## src/rtl/mem_arbiter_pkg.sv

```systemverilog
// Shared definitions for the IF/MEM memory arbiter: FSM encoding, MEM-stage
// access-length codes, write-enable polarity and the alignment rule.
package mem_arbiter_pkg;

    typedef enum logic [1:0] {
        IDLE   = 2'd0,
        BUSY_I = 2'd1,
        BUSY_D = 2'd2,
        D_ERR  = 2'd3
    } arb_state_e;

    localparam logic [1:0] LEN_B = 2'd0;
    localparam logic [1:0] LEN_H = 2'd1;
    localparam logic [1:0] LEN_W = 2'd2;

    // The decoder drives the MEM write enable low for stores.
    localparam logic WEN_ACTIVE = 1'b0;

    function automatic logic is_misaligned(input logic [1:0] addr, input logic [1:0] len);
        logic bad;
        bad = 1'b1;
        case (len)
            LEN_B:   bad = 1'b0;
            LEN_H:   bad = addr[0];
            LEN_W:   bad = (addr != 2'b00);
            default: bad = 1'b1;
        endcase
        return bad;
    endfunction

endpackage

```

## src/rtl/mem_arbiter_lane_align.sv

```systemverilog
// Byte-lane steering between the right-aligned MEM-stage view of data and the
// word-wide memory: store byte enables and replication, load extraction and extension.
module lane_align
    import mem_arbiter_pkg::*;
(
    input  logic [1:0]  addr,
    input  logic [1:0]  len,
    input  logic        sign,
    input  logic [31:0] wdata,
    input  logic [31:0] rdata_raw,
    output logic [3:0]  be,
    output logic [31:0] wdata_rep,
    output logic [31:0] rdata_ext
);

    logic [7:0]  byte_sel;
    logic [15:0] half_sel;

    always_comb begin
        be        = 4'b1111;
        wdata_rep = wdata;
        case (len)
            LEN_B: begin
                be        = 4'b0001 << addr;
                wdata_rep = {4{wdata[7:0]}};
            end
            LEN_H: begin
                be        = 4'b0011 << addr;
                wdata_rep = {2{wdata[15:0]}};
            end
            default: begin
                be        = 4'b1111;
                wdata_rep = wdata;
            end
        endcase
    end

    always_comb begin
        byte_sel = rdata_raw[7:0];
        case (addr)
            2'd0: byte_sel = rdata_raw[7:0];
            2'd1: byte_sel = rdata_raw[15:8];
            2'd2: byte_sel = rdata_raw[23:16];
            2'd3: byte_sel = rdata_raw[31:24];
            default: byte_sel = rdata_raw[7:0];
        endcase
        half_sel = addr[1] ? rdata_raw[31:16] : rdata_raw[15:0];
    end

    always_comb begin
        rdata_ext = rdata_raw;
        case (len)
            LEN_B:   rdata_ext = {{24{sign & byte_sel[7]}}, byte_sel};
            LEN_H:   rdata_ext = {{16{sign & half_sel[15]}}, half_sel};
            default: rdata_ext = rdata_raw;
        endcase
    end

endmodule

```

## src/rtl/mem_arbiter.sv

```systemverilog
// Arbitrates one single-port memory between instruction fetch and MEM-stage data,
// with data priority bounded so a pending fetch wins after MAX_DATA_BURST data grants.
module mem_arbiter #(
    parameter int MAX_DATA_BURST = 4
) (
    input  logic        clk_i,
    input  logic        reset_i,
    input  logic        instr_req_i,
    input  logic [31:0] instr_addr_i,
    input  logic        instr_flush_i,
    output logic        instr_valid_o,
    output logic [31:0] instr_rdata_o,
    input  logic        data_req_i,
    input  logic [31:0] data_addr_i,
    input  logic        data_wen_i,
    input  logic [1:0]  data_len_i,
    input  logic        data_sign_i,
    input  logic [31:0] data_wdata_i,
    output logic        data_done_o,
    output logic [31:0] data_rdata_o,
    output logic        data_misalign_o,
    output logic        mem_req_o,
    output logic [31:0] mem_addr_o,
    output logic        mem_we_o,
    output logic [3:0]  mem_be_o,
    output logic [31:0] mem_wdata_o,
    input  logic        mem_ready_i,
    input  logic [31:0] mem_rdata_i
);

    import mem_arbiter_pkg::*;

    localparam int CW = (MAX_DATA_BURST < 1) ? 1 : $clog2(MAX_DATA_BURST + 1);
    localparam logic [CW-1:0] BURST_MAX = CW'(MAX_DATA_BURST);

    arb_state_e    state;
    arb_state_e    next_state;
    logic [CW-1:0] burst_cnt;
    logic          flush_pending;

    logic          instr_req_eff;
    logic          data_req_eff;
    logic          fetch_forced;
    logic          grant_data;
    logic          grant_instr;
    logic          data_misaligned;

    logic [3:0]    align_be;
    logic [31:0]   align_wdata;
    logic [31:0]   align_rdata;

    logic          unused_addr_bits;
    assign unused_addr_bits = ^instr_addr_i[1:0];

    // MEM-stage fields stay stable until data_done_o, so both lane paths use them live.
    lane_align u_lane_align (
        .addr      (data_addr_i[1:0]),
        .len       (data_len_i),
        .sign      (data_sign_i),
        .wdata     (data_wdata_i),
        .rdata_raw (mem_rdata_i),
        .be        (align_be),
        .wdata_rep (align_wdata),
        .rdata_ext (align_rdata)
    );

    assign mem_req_o = (state == BUSY_I) || (state == BUSY_D);

    always_ff @(posedge clk_i or negedge reset_i) begin
        if (!reset_i) begin
            state <= IDLE;
        end else begin
            state <= next_state;
        end
    end

    // A requester whose completion pulse is high is masked so its held request is not re-granted.
    always_comb begin
        next_state      = state;
        instr_req_eff   = instr_req_i && !instr_valid_o;
        data_req_eff    = data_req_i && !data_done_o;
        fetch_forced    = instr_req_eff && !instr_flush_i && (burst_cnt == BURST_MAX);
        data_misaligned = is_misaligned(data_addr_i[1:0], data_len_i);
        grant_data      = 1'b0;
        grant_instr     = 1'b0;
        case (state)
            IDLE: begin
                if (data_req_eff && !fetch_forced) begin
                    grant_data = 1'b1;
                    next_state = data_misaligned ? D_ERR : BUSY_D;
                end else if (instr_req_eff && !instr_flush_i) begin
                    grant_instr = 1'b1;
                    next_state  = BUSY_I;
                end
            end
            BUSY_I, BUSY_D: begin
                if (mem_ready_i) begin
                    next_state = IDLE;
                end
            end
            D_ERR: begin
                next_state = IDLE;
            end
            default: begin
                next_state = IDLE;
            end
        endcase
    end

    always_ff @(posedge clk_i or negedge reset_i) begin
        if (!reset_i) begin
            burst_cnt       <= '0;
            flush_pending   <= 1'b0;
            instr_valid_o   <= 1'b0;
            instr_rdata_o   <= '0;
            data_done_o     <= 1'b0;
            data_rdata_o    <= '0;
            data_misalign_o <= 1'b0;
            mem_addr_o      <= '0;
            mem_we_o        <= 1'b0;
            mem_be_o        <= '0;
            mem_wdata_o     <= '0;
        end else begin
            instr_valid_o   <= 1'b0;
            data_done_o     <= 1'b0;
            data_misalign_o <= 1'b0;

            if (grant_data) begin
                if (burst_cnt != BURST_MAX) begin
                    burst_cnt <= burst_cnt + CW'(1);
                end
                if (!data_misaligned) begin
                    mem_addr_o  <= {data_addr_i[31:2], 2'b00};
                    mem_we_o    <= (data_wen_i == WEN_ACTIVE);
                    mem_be_o    <= align_be;
                    mem_wdata_o <= align_wdata;
                end
            end else if (grant_instr) begin
                burst_cnt   <= '0;
                mem_addr_o  <= {instr_addr_i[31:2], 2'b00};
                mem_we_o    <= 1'b0;
                mem_be_o    <= 4'b1111;
                mem_wdata_o <= '0;
            end

            // A redirect seen at any point of the fetch, including its last cycle, drops the word.
            if (state == BUSY_I) begin
                if (mem_ready_i) begin
                    flush_pending <= 1'b0;
                    if (!(flush_pending || instr_flush_i)) begin
                        instr_valid_o <= 1'b1;
                        instr_rdata_o <= mem_rdata_i;
                    end
                end else begin
                    flush_pending <= flush_pending || instr_flush_i;
                end
            end else begin
                flush_pending <= 1'b0;
            end

            if (state == BUSY_D && mem_ready_i) begin
                data_done_o  <= 1'b1;
                data_rdata_o <= mem_we_o ? 32'h0 : align_rdata;
            end

            if (state == D_ERR) begin
                data_done_o     <= 1'b1;
                data_misalign_o <= 1'b1;
            end
        end
    end

endmodule

```

## config.mk

```make
export PLATFORM = sky130hd
export DESIGN_NAME = mem_arbiter
export DESIGN_NICKNAME = d
export VERILOG_FILES = /design/src/rtl/mem_arbiter_pkg.sv /design/src/rtl/mem_arbiter_lane_align.sv /design/src/rtl/mem_arbiter.sv
export SDC_FILE = /design/constraint.sdc
export NUM_CORES = 1
export LEC_CHECK = 0
export ABC_AREA = 0
export BUFFER_PORTS_ARGS = -buffer_cell sky130_fd_sc_hd__buf_2
export CORE_MARGIN = 2
export CORE_UTILIZATION = 49
export CTS_BUF_LIST = sky130_fd_sc_hd__clkbuf_16
export DETAILED_ROUTE_END_ITERATION = 16
export PLACE_DENSITY_LB_ADDON = 0.1
export SLEW_MARGIN = 15
export SYNTH_ARGS = -nofsm -noshare
export SYNTH_HDL_FRONTEND = slang
export SYNTH_SLANG_ARGS = --single-unit
```

## constraint.sdc

```tcl
create_clock -name clk_i -period 2.95 [get_ports clk_i]
set_input_delay 0.1475 -clock clk_i [delete_from_list [all_inputs] [get_ports clk_i]]
set_output_delay 0.1475 -clock clk_i [all_outputs]
set_load 0.01 [all_outputs]
```

==> out/results.ini <==
[worst_setup_path]
cp_max_fo = 46
r2r_start = state[1]
cp.arrival_ps = 2700
critPathKind = reg2reg
end_kind = flip-flop
r2r_slack_ps = 550
reg2reg_to = mem_addr_o[23]
setup.worst_path.start = state[1]
critPathLaunchType = flip-flop
crit_path_end = mem_addr_o[23]
crit_buf_inv = 2
crit_chain = inv_1, ha_1, nand3b_1, a21oi_4, buf_12, mux2_1, mux2_2
slowest_stage = dfrtp_1
crit_cells = 7
critPathRequiredTime_ps = 3250
cpPeakStageDelay_ps = 390
critPathTopFamily = multiplexers
reg2regPathDepth = 7

[clock_network]
clk_pin_slew_worst_paths_ps = 60
h-tree-depth = 4
clock_latency_ps = 420
cts.path.max_buffers = 2
numCtsBuffers = 17
clock-sinks = 140
cts_root_buffer = clkbuf_16
cts_tree = yes
post_cts_resized = 0

[synth]
synthAdderAreaFrac = 0.0127
synth-compound-area-share = 0.115
synthXorXnorAreaFrac = 0
netlist_area_um2 = 6890
synth_area_per_cell_um2 = 12.1
ys_seq_area_frac = 0.508
synthCells = 570
synth-simple-area-share = 0.0587
synthDistinctLibCells = 47
yosys-mux-area-fraction = 0.259
synth_top_family_by_area = multiplexers
ys_warn_count = 0
ys_seq_elements = 140

[power_and_ir_drop]
power_frac_comb = 0.390
power_density_nw_per_um2 = 979
power_switching_uw = 3090
internal_power_uw = 5830
pwr-share-clk = 0.237
p_sw_frac = 0.346
seq_power_share = 0.373
power_leakage_uw = 0.00450
vdd_drop_max_uv = 651

[place]
portBuffers = 270
dp_hpwl_um = 13500
place.gp.congestion = 0.864
pre_cts_slack_ps = 557

[detailed_routing]
drt_first_pass_iters = 6
routed_via_density = 5.44
vias = 5633
totalWireLength_um = 18800
dr.first_iter.drc_count = 316
routedWlPerCell_um = 18.2
postRouteAntennaNets = 0
drc = 0

[sta]
timing.hold.ws_ps = 10.5
finalHoldViolations = 0
fmax_mhz = 416
skew_ps = 9.09
relSlewSlack = 0.446
setup_viol = 0
fin_crit_sh = 0.815
worstMarginPinSlew_ps = 830
setup_tns_ps = 0
rsz0062_at_grt = false
period_needed_ps = 2400
slew_viol_final = 0
fin_ws_ps = 547

[cells_and_area]
final_cell_mix = buf_2, dfrtp_1, mux2_1
fillerInstances = 1119
post-route-util = 0.658
final_common_cell = buf_2
drive_gt1_frac = 0.420
num-nets-final = 987
area_delta_synth_final_pct = 32.1

[job]
drv_cap = 0

[die]
core_area_um2 = 13800
start_util = 0.498
rows = 43
ios = 275
die_y_um = 123
dieArea_um2 = 15000
dieWidth_um = 123

[run_status]
status = finished clean

[global_routing]
grt_usage = 0.249
grt_overflow_total = 0
grt_pass1_wl_um = 28600
antenna_found_initial = 1
grt_pass1_vias = 5546
grt_max_degree = 81

[hold_path]
holdCritPathClass = in2reg

## power groups by stage
stage	combinational (µW)	clock (µW)	sequential, µW
5_1_grt	3790	2250	3440
3_5_place_dp	3510	0	3340
4_1_cts	3530	2150	3330
6_report	3470	2120	3320
2_1_floorplan	1580	0	3750
3_3_place_gp	3420	0	3290
## timing repair
action,4_1_cts,5_1_grt
hold buffers,16,0
buffers inserted,0,0
hold endpoints to repair,93,0
## cell type report
| type | count | area [µm²] | area share |
|---|---|---|---|
| Sequential cell | 140 | 3500 | 0.385 |
| Multi-Input combinational cell | 364 | 3090 | 0.339 |
| Timing Repair Buffer | 296 | 1620 | 0.178 |
| Clock buffer | 17 | 425 | 0.0467 |
| Tap cell | 180 | 225 | 0.0247 |
| Clock inverter | 15 | 155 | 0.0170 |
| Inverter | 23 | 86.3 | 0.00948 |
| Antenna cell | 1 | 2.50 | 0.000275 |
## flip-flops by register name, summed over array words and instances, names as in the netlist
register and flops:
data_rdata_o 32, burst_cnt 3, state 2, data_misalign_o 1, flush_pending 1, data_done_o 1
instr_valid_o 1, mem_be_o 4, mem_wdata_o 32, instr_rdata_o 32, mem_we_o 1, mem_addr_o 30
## stage by stage
step | total power, µW | instance area, µm² | std cells
after global placement | 6710 | 8360 | 987
after detailed placement | 6850 | 8360 | 987
after floorplan | 5330 | 6890 | 571
after CTS | 9000 | 9100 | 1035
after global routing | 9480 | 9100 | 1036
final | 8920 | 9100 | 1036
## worst register-to-register path, stage by stage, from the launching register on
cell	delay [ps]
dfrtp_1	390
inv_1	130
ha_1	330
nand3b_1	280
a21oi_4	220
buf_12	250
mux2_1	400
mux2_2	270
## synthesized netlist by cell type (all sizes together)
library cell | instances | area [µm²]
o41ai | 1 | 8.76
nand2b | 4 | 25.0
o21ai | 37 | 185
a32oi | 1 | 8.76
conb | 1 | 3.75
a31o | 1 | 8.76
inv | 23 | 86.3
a31oi | 1 | 6.26
and3b | 1 | 8.76
and2 | 1 | 6.26
o211ai | 10 | 75.1
o2bb2ai | 2 | 17.5
nand2 | 37 | 139
a21oi | 13 | 76.3
or3b | 1 | 8.76
a21o | 4 | 30.0
a221o | 16 | 160
ha | 7 | 87.6
o22ai | 1 | 6.26
dfrtp | 140 | 3500
mux2 | 122 | 1370
a222oi | 6 | 60.1
and4 | 1 | 11.3
nor2 | 20 | 75.1
nand3b | 1 | 7.51
nor3 | 4 | 25.0
a32o | 1 | 10.0
a211oi | 8 | 60.1
nor2b | 7 | 43.8
a22o | 7 | 61.3
and3 | 2 | 12.5
buf | 25 | 155
mux2i | 39 | 390
mux4 | 1 | 22.5
nor3b | 2 | 26.3
nor4b | 1 | 15.0
a221oi | 2 | 17.5
clkbuf | 19 | 71.3
## routing by layer
metal	GRT usage	vias up	routed length (µm)
met5	0	-	0
met4	0.120	0	650
met3	0.0646	45	1390
met2	0.411	251	9340
met1	0.305	2721	7440
li1	-	2616	-
## cells by family after synthesis
group | count (synthesis)
other | 1
and+or+nand+nor | 82
buffers and inverters | 67
AOI/OAI and AO/OA | 111
muxes | 162
adders and majority gates | 7
DFF | 140
## worst min-delay path by stage
stage                                from                 to  slack (ps)  depth (start not counted)
after global placement            reset_i  instr_rdata_o[19]         240                          1
final                     data_wdata_i[0]     mem_wdata_o[0]          10                          3
after global routing      data_wdata_i[0]     mem_wdata_o[0]           3                          3
after detailed placement          reset_i  instr_rdata_o[17]         250                          1
after floorplan                   reset_i       burst_cnt[0]        -150                          0
after CTS                 data_wdata_i[0]     mem_wdata_o[0]         0.7                          3
No activity file was read; power rests on OpenSTA's default activity.
